`config.mk`:
```
export PLATFORM = sky130hd
export DESIGN_NAME = video_pattern_source_flat
export DESIGN_NICKNAME = d
export VERILOG_FILES = /design/src/rtl/video_pattern_source_if.sv /design/src/rtl/video_pattern_source.sv /design/src/flat_wrapper.sv
export SDC_FILE = /design/constraint.sdc
export NUM_CORES = 1
export LEC_CHECK = 0
export ABC_AREA = 1
export CAP_MARGIN = 15
export CORE_ASPECT_RATIO = 1.2
export CORE_MARGIN = 10
export CORE_UTILIZATION = 45
export CTS_CLUSTER_DIAMETER = 150
export CTS_CLUSTER_SIZE = 16
export DETAILED_ROUTE_END_ITERATION = 10
export DONT_BUFFER_PORTS = 1
export PLACE_DENSITY_LB_ADDON = 0.12
export SETUP_SLACK_MARGIN = 0.05
export SYNTH_ARGS = -nofsm -noshare
export SYNTH_HDL_FRONTEND = slang
export SYNTH_SLANG_ARGS = --single-unit
```
`constraint.sdc`:
```
create_clock -name clock_i -period 3.2 [get_ports clock_i]
set_input_delay 0.64 -clock clock_i [delete_from_list [all_inputs] [get_ports clock_i]]
set_output_delay 0.64 -clock clock_i [all_outputs]
set_load 0.03 [all_outputs]
```
`src/rtl/video_pattern_source_if.sv`:
```
// rtl/video_pattern_source_if.sv - pixel stream interface between the pattern source and its sink
//
// Signals:
//   valid  source -> sink  pixel valid
//   ready  sink -> source  sink can accept the presented pixel
//   red    source -> sink  8-bit red component
//   green  source -> sink  8-bit green component
//   blue   source -> sink  8-bit blue component
//   last   source -> sink  final pixel of the frame
interface video_pattern_source_if;
    logic       valid;
    logic       ready;
    logic [7:0] red;
    logic [7:0] green;
    logic [7:0] blue;
    logic       last;

    modport master (
        output valid,
        output red,
        output green,
        output blue,
        output last,
        input  ready
    );

    modport slave (
        input  valid,
        input  red,
        input  green,
        input  blue,
        input  last,
        output ready
    );
endinterface

```
`src/rtl/video_pattern_source.sv`:
```
// rtl/video_pattern_source.sv - one-frame RGB888 test pattern generator on a valid/ready pixel stream
//
// Ports:
//   clock_i       system clock, rising edge
//   reset_i       asynchronous active-high reset
//   start_i       request one frame (sampled in IDLE only)
//   pattern_i     pattern select, latched at frame start
//                 0 colour bars, 1 gradient, 2 checkerboard, 3 solid frame_count
//   master        pixel stream (valid/ready/red/green/blue/last)
//   busy_o        high while a frame is being streamed
//   frame_done_o  one-cycle pulse after the final pixel is accepted
module video_pattern_source #(
    parameter int Height = 480,
    parameter int Width  = 640
) (
    input  logic                          clock_i,
    input  logic                          reset_i,
    input  logic                          start_i,
    input  logic [1:0]                    pattern_i,
    video_pattern_source_if.master        master,
    output logic                          busy_o,
    output logic                          frame_done_o
);

    // A single-row frame still needs a one-bit row counter.
    localparam int RW = (Height > 1) ? $clog2(Height) : 1;
    localparam int CW = $clog2(Width);

    localparam logic [RW-1:0] ROW_LAST = RW'(Height - 1);
    localparam logic [CW-1:0] COL_LAST = CW'(Width - 1);

    typedef enum logic {
        IDLE   = 1'b0,
        STREAM = 1'b1
    } state_t;

    state_t        state_q, state_d;
    logic [RW-1:0] row_q, row_d;
    logic [CW-1:0] col_q, col_d;
    logic [1:0]    pattern_q, pattern_d;
    logic [7:0]    frame_count_q, frame_count_d;
    logic          valid_q, valid_d;
    logic          last_q, last_d;
    logic [23:0]   pixel_q, pixel_d;
    logic          done_q, done_d;

    logic          handshake;
    logic          at_last;
    logic [RW-1:0] next_row;
    logic [CW-1:0] next_col;

    // Pixel colour for a coordinate. Row/column are taken mod 256 where
    // a byte is needed; the bar index uses the full column value.
    function automatic logic [23:0] pixel_f(
        input logic [RW-1:0] row,
        input logic [CW-1:0] col,
        input logic [1:0]    pattern,
        input logic [7:0]    frame_count
    );
        logic [2:0]  bar;
        logic [7:0]  row8;
        logic [7:0]  col8;
        logic        check;
        logic [23:0] rgb;
        bar   = 3'((32'(col) * 32'd8) / 32'(Width));
        row8  = 8'(row);
        col8  = 8'(col);
        check = 1'(32'(row) >> 3) ^ 1'(32'(col) >> 3);
        rgb   = 24'h000000;
        case (pattern)
            2'd0: begin
                case (bar)
                    3'd0:    rgb = 24'hFFFFFF;
                    3'd1:    rgb = 24'hFFFF00;
                    3'd2:    rgb = 24'h00FFFF;
                    3'd3:    rgb = 24'h00FF00;
                    3'd4:    rgb = 24'hFF00FF;
                    3'd5:    rgb = 24'hFF0000;
                    3'd6:    rgb = 24'h0000FF;
                    default: rgb = 24'h000000;
                endcase
            end
            2'd1:    rgb = {col8, row8, 8'(row8 + col8)};
            2'd2:    rgb = check ? 24'hFFFFFF : 24'h000000;
            default: rgb = {frame_count, frame_count, frame_count};
        endcase
        return rgb;
    endfunction

    assign handshake = valid_q && master.ready;
    assign at_last   = (row_q == ROW_LAST) && (col_q == COL_LAST);

    always_comb begin
        next_row = row_q;
        next_col = col_q + CW'(1);
        if (col_q == COL_LAST) begin
            next_col = '0;
            next_row = row_q + RW'(1);
        end
    end

    always_comb begin
        state_d       = state_q;
        row_d         = row_q;
        col_d         = col_q;
        pattern_d     = pattern_q;
        frame_count_d = frame_count_q;
        valid_d       = valid_q;
        last_d        = last_q;
        pixel_d       = pixel_q;
        done_d        = 1'b0;

        case (state_q)
            IDLE: begin
                if (start_i) begin
                    pattern_d = pattern_i;
                    row_d     = '0;
                    col_d     = '0;
                    pixel_d   = pixel_f('0, '0, pattern_i, frame_count_q);
                    valid_d   = 1'b1;
                    // Width is at least 8, so pixel (0,0) is never the last one.
                    last_d    = 1'b0;
                    state_d   = STREAM;
                end
            end
            STREAM: begin
                // Without a handshake every output register holds, which
                // keeps data and last stable during back-pressure.
                if (handshake) begin
                    if (at_last) begin
                        valid_d       = 1'b0;
                        last_d        = 1'b0;
                        done_d        = 1'b1;
                        frame_count_d = frame_count_q + 8'd1;
                        state_d       = IDLE;
                    end else begin
                        row_d   = next_row;
                        col_d   = next_col;
                        pixel_d = pixel_f(next_row, next_col, pattern_q, frame_count_q);
                        last_d  = (next_row == ROW_LAST) && (next_col == COL_LAST);
                    end
                end
            end
            default: state_d = IDLE;
        endcase
    end

    always_ff @(posedge clock_i or posedge reset_i) begin
        if (reset_i) begin
            state_q       <= IDLE;
            row_q         <= '0;
            col_q         <= '0;
            pattern_q     <= '0;
            frame_count_q <= '0;
            valid_q       <= 1'b0;
            last_q        <= 1'b0;
            pixel_q       <= '0;
            done_q        <= 1'b0;
        end else begin
            state_q       <= state_d;
            row_q         <= row_d;
            col_q         <= col_d;
            pattern_q     <= pattern_d;
            frame_count_q <= frame_count_d;
            valid_q       <= valid_d;
            last_q        <= last_d;
            pixel_q       <= pixel_d;
            done_q        <= done_d;
        end
    end

    assign master.valid = valid_q;
    assign master.last  = last_q;
    assign master.red   = pixel_q[23:16];
    assign master.green = pixel_q[15:8];
    assign master.blue  = pixel_q[7:0];
    assign busy_o       = (state_q == STREAM);
    assign frame_done_o = done_q;

endmodule

```
`src/flat_wrapper.sv`:
```
// flat-port wrapper written by rule: the top's interface ports become plain ports
module video_pattern_source_flat 
#(
    parameter int Height = 480,
    parameter int Width  = 640
)
  (clock_i, reset_i, start_i, pattern_i, busy_o, frame_done_o, master_valid, master_red, master_green, master_blue, master_last, master_ready);
  video_pattern_source_if master_i ();
  input  logic clock_i;
  input  logic reset_i;
  input  logic start_i;
  input  logic [1:0] pattern_i;
  output logic busy_o;
  output logic frame_done_o;
  output wire logic [$bits(master_i.valid)-1:0] master_valid;
  output wire logic [$bits(master_i.red)-1:0] master_red;
  output wire logic [$bits(master_i.green)-1:0] master_green;
  output wire logic [$bits(master_i.blue)-1:0] master_blue;
  output wire logic [$bits(master_i.last)-1:0] master_last;
  input wire logic [$bits(master_i.ready)-1:0] master_ready;
  assign master_valid = master_i.valid;
  assign master_red = master_i.red;
  assign master_green = master_i.green;
  assign master_blue = master_i.blue;
  assign master_last = master_i.last;
  assign master_i.ready = master_ready;
  video_pattern_source #(.Height(Height), .Width(Width)) u_core (.clock_i(clock_i), .reset_i(reset_i), .start_i(start_i), .pattern_i(pattern_i), .master(master_i), .busy_o(busy_o), .frame_done_o(frame_done_o));
endmodule
```
# == Yosys cells after proc, flatten, opt, wreduce, memory -nomap -nowiden ==
# Cells that the tools add are included.
# word_totals
inputBits,6
latchBits,0
rom_bits,0
out_inout_bits,28
register_bits,57
word_cells,79
n_memories,0
mem_bits_rw,0
# op_classes
eq_ne,18
n_div,1
bitwise_logic,2
shift,0
n_addsub,4
mul,0
n_lt_le_gt_ge,0
mux,33
n_reduce_logical,12
# op_table
cell,n
$pmux W24 S7,1
$mux W24,4
$pmux W24 S2,2
$pmux W24 S3,1
$mux W10,4
$mux W9,4
$div A13 B10 Y32 const B,1
$eq A10 B10 Y1 const B,2
$pmux W10 S2,1
$eq A9 B9 Y1 const B,2
$pmux W9 S2,1
$mux W1,12
$add A10 B1 Y10 const B,1
$add A9 B1 Y9 const B,1
$eq A3 B3 Y1 const B,3
$reduce_and A3 Y1,3
$add A8 B1 Y8 const B,1
$add A8 B8 Y8,1
$ne A2 B2 Y1 const B,4
$eq A3 B2 Y1 const B,2
$pmux W1 S2,3
$eq A2 B1 Y1 const B,2
$eq A2 B2 Y1 const B,2
$logic_not A2 Y1,2
7 further kinds,10

# == Logic depth before layout (Yosys ltp) ==
# Gate-level depths: netlist of run 1.
# logic_depth
word_depth,9
ltp_mapped,35

# == Worst setup path before layout of run 1 ==
# Ideal clock, no wire load.
# synth_timing
kind,reg-to-reg
from,reg u_core.col_q[1]
to,reg u_core.pixel_q[7]
setup_ps,124
n_path_buf,1
path_stages_with_launch,31
required_ps,3076
arrival_time_ps,3291
path_slack_ps,-215
path_cell_list,dfrtp_1 ha_1 nand3_2 nor2_4 nand2_4 buf_6 nand2_2 nor2_4 nand2_1 nor2_1 nand3_2 nand3_4 nand2_2 nand3_2 nand2_2 nor2_4 nand3_1 nand2_2 inv_2 nor2_2 nand2_2 a21oi_2 nand2_1 o21ai_0 nand2_1 o21ai_1 inv_1 nand2_4 nand3_2 nand2_1 a21oi_2
# synth_between
elab_chain_cells,9
elab_cells_between_ends,23
cone_classes,add/sub: 2; div: 1; eq/ne: 8; mux: 8; bitwise: 1; reduce/logical: 3
# synth_lines
element,line_no,rtl
start: declaration,video_pattern_source.sv:39,"logic [CW-1:0] col_q, col_d;"
start signal: assignment,video_pattern_source.sv:162,col_q <= col_d;
$add A10 B1 Y10 or $eq A10 B10 Y1 (tied branches),"video_pattern_source.sv:95, video_pattern_source.sv:91, video_pattern_source.sv:96",
$mux W10,video_pattern_source.sv:96,if (col_q == COL_LAST) begin
$div A13 B10 Y32,video_pattern_source.sv:65,bar = 3'((32'(col) * 32'd8) / 32'(Width));
"$eq A3 B3 Y1, or another cell as far along",video_pattern_source.sv:72,case (bar)
$pmux W24 S7,video_pattern_source.sv:72,
$pmux W24 S3,video_pattern_source.sv:70,case (pattern)
$mux W24,video_pattern_source.sv:130,if (at_last) begin
$mux W24,video_pattern_source.sv:129,if (handshake) begin
$pmux W24 S2,video_pattern_source.sv:113,case (state_q)
end signal: assignment,video_pattern_source.sv:167,pixel_q <= pixel_d;
end: declaration,video_pattern_source.sv:44,"logic [23:0] pixel_q, pixel_d;"
# Parallel ways exist; a longest one is shown, timed or not. The select of a mux whose other input is x is not followed.
# A chain may end at the register's enable or synchronous reset.

# == Final worst setup path of run 1 ==
# layout_timing
from,reg u_core.col_q[1]
to,reg u_core.pixel_q[5]
# Same word-level chain as after synthesis.

==> summary.txt, run 1 <==
minimum clock period = 3700 ps
dpl cells = 861
Mean Syn Cell Area = 7.00 um^2
routed vias/inst = 5.23
GRT Total Usage = 19.0%
area delta synth->final = 44.4%
commonest non-fill, non-tap cell in the layout = buf_4
Critical Path AT = 3910 ps
drt pass-1 iters = 5
Highest Clock Rate = 270 MHz
failing checks = setup timing
initial antenna violation count = 0
final std cells w/o fill = 909
final setup fails = 24
worst-margin pin slew = 920 ps
number of global-route vias before repair = 4692
layout cells sized above 1 = 40.1%
FP Rows = 40
Filler Cell Count = 819
power per cell area = 992 mW/mm^2
port buffer count = 0
post-synthesis sequential area ratio = 31.6%
Post-synth top flop = dfrtp_1
#FFs+latches synth = 57
Yosys warnings = 0
commonest non-fill, non-tap cells in the layout = buf_4, nand2_1, inv_1
largest net degree at the start of global routing = 42
Syn Inst Count = 646
DRC = 0
Worst Path Max Fanout = 8
Pleak = 3.26 nW
final clock skew = 8.48 ps
RSZ-0062 raised after global routing = yes
die width = 111 um
Final Hold Viols = 0
Routed WL per cell = 15.7 um
HPWL after detailed placement = 10500 um
Skew-Pair Late Insertion Delay = 330 ps
WP data required = 3410 ps
routed vias = 4756
Clock Path Buffers = 2
Die Ht = 130 um
Critical Path Sink Type = flip-flop
H-tree levels = 3
nets = 798
post-synthesis net count = 666
detailed-route wire length = 14200 um
startpoint class of the critical path = flip-flop
CTS tree = built
clk root buf = clkbuf_16
WS Path Type = flip-flop to flip-flop
ANT nets after route = 0
grt ovf = 0
CTS Sinks = 57
min-delay worst type = input pin to asynchronous set/reset pin
distinct cell type count after synthesis = 38
Hold Buf Count CTS = 0
Finished Core Util = 65.9%
Max-Cap Viols = 0
Final period util = 116%
relative slew slack = 38.6%
Final GP Congestion = 0.920
Max IR drop VDD = 0.000594 V
drt initial violations = 210
diode count = 0
final worst setup slack = -505 ps
CP top delay family = simple AND/OR/NAND/NOR gates
Worst-path clk slew = 50 ps
Post-synth EDFFs = 0
IO Pins = 34
die area = 0.0145 mm^2
Core Area = 0.00991 mm^2
Worst path slowest cell = dfrtp_1
Pwr Total = 0.00648 W
Worst path most repeated cell = nand2_1
Slew Limit Fails = 0
slowest cell delay on critical path = 400 ps
status = finished, violations left
Num CTS Buffers = 9
Async SR Flop Fraction = 100%
initial core utilization = 45.6%
first-pass GRT wire length = 22700 um
Syn Std Cell Area = 0.00452 mm^2
CP bufs+invs = 7
-- final timing paths --
kind | startpoint | endpoint | slack (ps) | depth (start not counted)
setup / recovery | u_core.col_q[1] | u_core.pixel_q[5] | -500 | 34
hold / removal | reset_i | u_core.frame_count_q[1] | 360 | 1
setup reg to reg | u_core.col_q[1] | u_core.pixel_q[5] | -500 | 34
hold reg to reg | u_core.frame_count_q[6] | u_core.frame_count_q[6] | 540 | 1
max in group asynchronous | reset_i | u_core.col_q[2] | 2070 | 2
min in group clock_i | pattern_i[0] | u_core.pattern_q[0] | 430 | 2
-- per-layer routing --
| layer | routed length (um) | up-vias | global-route usage, % | share of wire (%) |
|---|---|---|---|---|
| li1 | - | 2362 | - | - |
| met1 | 5650 | 2285 | 20.9 | 40 |
| met2 | 7610 | 83 | 35.4 | 53 |
| met3 | 509 | 26 | 3.35 | 3.6 |
| met4 | 459 | 0 | 8.10 | 3.2 |
| met5 | 0 | - | 0 | 0 |
-- what timing repair did --
item	CTS	global route
pin swaps	9	50
setup buffers	20	12
setup endpoints to repair	24	24
resized for setup	70	62
-- synth_stat cells (all sizes together), types with 2 or more instances --
library cell / number / share of area (%)
a21oi: 40 / 5.3
ha: 13 / 3.6
inv: 95 / 7.9
clkbuf: 10 / 0.83
nand3: 53 / 8.5
xor2: 19 / 3.7
nand4: 10 / 1.5
o22ai: 15 / 2.1
nand2: 173 / 16
dfrtp: 57 / 32
nor2: 90 / 8.7
or2: 2 / 0.28
o2111ai: 16 / 3.1
o21ai: 24 / 2.7
o21bai: 2 / 0.33
nor3: 9 / 1.0
xnor2: 4 / 0.77
nor4: 2 / 0.28
buf: 6 / 0.75
-- power breakdown --
part	internal, W	leakage (nW)	switching, W
clock network	0.000604	0.139	0.000341
logic	0.00188	2.41	0.00226
registers	0.000931	0.708	0.000459
total	0.00342	3.26	0.00306
-- kinds of logic (layout without fill, tap and decap cells) --
logic type / Yosys count / in the layout / synth area share, %
and+or+nand+nor: 340 / 340 / 36.4
buffers and inverters: 112 / 249 / 9.55
AOI/OAI and AO/OA: 100 / 100 / 14.0
DFF: 57 / 57 / 31.6
xor gates and xnor gates: 23 / 23 / 4.46
adders and majority gates: 14 / 14 / 4.04
-- area by class of cell --
cell class              instances  area (um^2)  area share (%)
flip-flops and latches         57         1430            21.9
repair buffers                137         1050            16.0
well taps                     126          158            2.42
multi-input cells             477         3230            49.5
clock buffers                  10          229            3.51
inverters                      96          367            5.62
clock inverters                 6         67.6            1.04
-- per-stage QoR --
stage	TNS [ps]	cell area, um^2	setup WS, ps	hold WS [ps]
after CTS	-4860	6170	-415	381
after detailed placement	-7060	5410	-503	537
final	-7260	6530	-505	365
after global placement	-5720	5410	-429	529
after global routing	-13250	6530	-827	428
after floorplan	-1310	4540	-164	467
-- sequential cells by signal, indices dropped and copies added, names as in the netlist --
register / count
u_core.row_q: 9
u_core.frame_count_q: 8
u_core.pixel_q: 24
u_core.frame_done_o: 1
u_core.pattern_q: 2
u_core.master.valid: 1
u_core.busy_o: 1
u_core.col_q: 10
u_core.master.last: 1
No activity file was read; power rests on OpenSTA's default activity.
==> run 2: changes to the inputs <==
--- a/config.mk
+++ b/config.mk
@@ -9,7 +9,7 @@
 export CAP_MARGIN = 15
 export CORE_ASPECT_RATIO = 1.2
 export CORE_MARGIN = 10
-export CORE_UTILIZATION = 45
+export CORE_UTILIZATION = 25
 export CTS_CLUSTER_DIAMETER = 150
 export CTS_CLUSTER_SIZE = 16
 export DETAILED_ROUTE_END_ITERATION = 10
==> summary.txt, run 2 (same netlist as run 1, synthesis figures left out) <==
number of global-route vias before repair = 4791 (+2.1%)
reg2reg end = u_core.pixel_q[6]
relative slew slack = 46.2% (+7.6 points)
startpoint class of the critical path = flip-flop
RSZ-0062 raised after global routing = yes
Max IR drop VDD = 0.000354 V (-40%)
commonest non-fill, non-tap cells in the layout = buf_4, nand2_1, inv_1
ANT nets after route = 0 (unchanged)
diode count = 0 (unchanged)
WS Path Type = flip-flop to flip-flop
Final GP Congestion = 0.824 (-10%)
Hold Buf Count CTS = 0 (unchanged)
Sw Share = 47.3% (about the same)
Clk pwr share = 15.8% (+1.2 points)
FF+latch area = 0.00143 mm^2 (about the same)
CP bufs+invs = 3 (-4)
slowest cell delay on critical path = 400 ps (about the same)
initial core utilization = 25.6% (-20 points)
Slew Limit Fails = 0 (unchanged)
CTS Sinks = 57 (unchanged)
detailed-route wire length = 15400 um (+8.3%)
H-tree levels = 3 (unchanged)
grt ovf = 0 (unchanged)
first-pass GRT wire length = 24800 um (+9.2%)
Highest Clock Rate = 269 MHz (-0.45%)
nets = 796 (-0.25%)
Clock Path Buffers = 2 (unchanged)
Reg2Reg Setup Slack = -520 ps (-20 ps)
CTS tree = built
clk root buf = clkbuf_16
Critical Path AT = 3990 ps (+80 ps)
CP top delay family = simple AND/OR/NAND/NOR gates
Core Area = 0.0176 mm^2 (+78%)
DRC = 0 (unchanged)
Psw = 0.00298 W (-2.5%)
worst-margin pin slew = 804 ps (-116 ps)
Internal = 0.00333 W (-2.6%)
Reg power frac = 22.0% (+0.5 points)
status = finished, violations left
Finished Core Util = 37.0% (-29 points)
Worst Path Max Fanout = 8 (unchanged)
Skew-Pair Late Insertion Delay = 340 ps (about the same)
Biggest register = u_core.pixel_q
HPWL after detailed placement = 12200 um (+16%)
routed vias = 4685 (-1.5%)
Final period util = 116% (+0.53 points)
GRT Total Usage = 12.9% (-6.1 points)
Multi-input gate area = 0.00310 mm^2 (-4.0%)
routed vias/inst = 4.68 (-11%)
Die Ht = 167 um (+29%)
Routed WL per cell = 15.4 um (-1.6%)
Filler Cell Count = 1900 (+130%)
drt initial violations = 214 (+1.9%)
combinational power share = 62.2% (-1.7 points)
commonest non-fill, non-tap cell in the layout = buf_4
stages on the worst setup path = 28 (-18%)
Critical Path Sink Type = flip-flop
failing checks = setup timing
crit path to = u_core.pixel_q[6]
final setup fails = 17 (-29%)
Worst Setup SP = u_core.col_q[1]
Worst-path clk slew = 60 ps (about the same)
Final Hold Viols = 0 (unchanged)
area delta synth->final = 44.5%
FP Rows = 53 (+33%)
WP data required = 3470 ps (+60 ps)
top flop regs = u_core.pixel_q: 24 flops, u_core.col_q: 10 flops, u_core.row_q: 9 flops
die width = 143 um (+28%)
port buffer count = 0 (unchanged)
final worst setup slack = -522 ps (-16.9 ps)
final clock skew = 14.1 ps (+5.67 ps)
layout cells sized above 1 = 38.8% (-1.3 points)
Num CTS Buffers = 9 (unchanged)
Pleak = 3.22 nW (-1.3%)
initial antenna violation count = 0 (unchanged)
Reg2Reg Depth = 28 (-18%)
minimum clock period = 3720 ps (+16.9 ps)
largest net degree at the start of global routing = 36 (-14%)
IO Pins = 34 (unchanged)
number of flip-flops under the largest register name = 24 (unchanged)
power per cell area = 966 mW/mm^2 (-2.6%)
min-delay worst type = input pin to asynchronous set/reset pin
drt pass-1 iters = 4 (-1)
Worst path slowest cell = dfrtp_1
die area = 0.0239 mm^2 (+65%)
setup TNS after final layout = -6040 ps (+1220 ps)
Max-Cap Viols = 0 (unchanged)
FF-to-FF Start = u_core.col_q[1]
## run 2: how the worst min path moves through the flow
| stage | slack (ps) | from | endpoint |
|---|---|---|---|
| finish | 280 | reset_i | u_core.col_q[6] |
| CTS | 310 | reset_i | u_core.col_q[6] |
| floorplan | 470 | u_core.frame_count_q[7] | u_core.frame_count_q[7] |
| detailed placement | 530 | u_core.frame_count_q[7] | u_core.frame_count_q[7] |
| global placement | 520 | u_core.frame_count_q[7] | u_core.frame_count_q[7] |
| global route | 330 | reset_i | u_core.col_q[6] |
## run 2: per-layer routing
layer | GRT usage, % | wire, um
met5 | 0 | 0
met1 | 15.8 | 6780
met4 | 3.37 | 163
met2 | 22.8 | 8060
met3 | 2.09 | 403
## run 2: power by group through the flow
stage	combinational, W	clock (W)	sequential (W)
finish	0.00392	0.000999	0.00139
global route	0.00433	0.00105	0.00142
CTS	0.00368	0.00102	0.00139
detailed placement	0.00334	0	0.00141
global placement	0.00333	0	0.00140
floorplan	0.00200	0	0.00135
## run 2: worst register-to-register path, delay by kind of cell (launching register included)
| kind | cells | cell delay (ps) |
|---|---|---|
| and+or+nand+nor | 21 | 2450 |
| DFF | 1 | 400 |
| AOI/OAI and AO/OA | 3 | 350 |
| buffers and inverters | 3 | 260 |
| adders and majority gates | 1 | 180 |
## run 2: repair_timing
action                                  CTS  global route
gates resized for setup                  46            59
cloned                                    0             0
setup buffers                            15            13
endpoints found under the setup margin   24            24
pin swaps                                 9            45
## run 2: area by class of cell
cell class                      count  share of cell area (%)
Multi-Input combinational cell    477                    47.5
Sequential cell                    57                    21.8
Timing Repair Buffer              135                    16.1
Inverter                           96                    5.67
Tap cell                          220                    4.21
Clock buffer                       12                    3.93
Clock inverter                      4                   0.785
## run 2: per-stage QoR
stage                     std cells  hold slack [ps]  setup slack, ps  instance area, um^2  total power (W)
after floorplan                 646              467             -164                 4540          0.00335
after global placement          958              518             -491                 5570          0.00473
after detailed placement        958              531             -512                 5570          0.00475
after CTS                       989              308             -440                 6210          0.00610
after global routing           1001              326             -821                 6530          0.00681
final                          1001              282             -522                 6530          0.00631
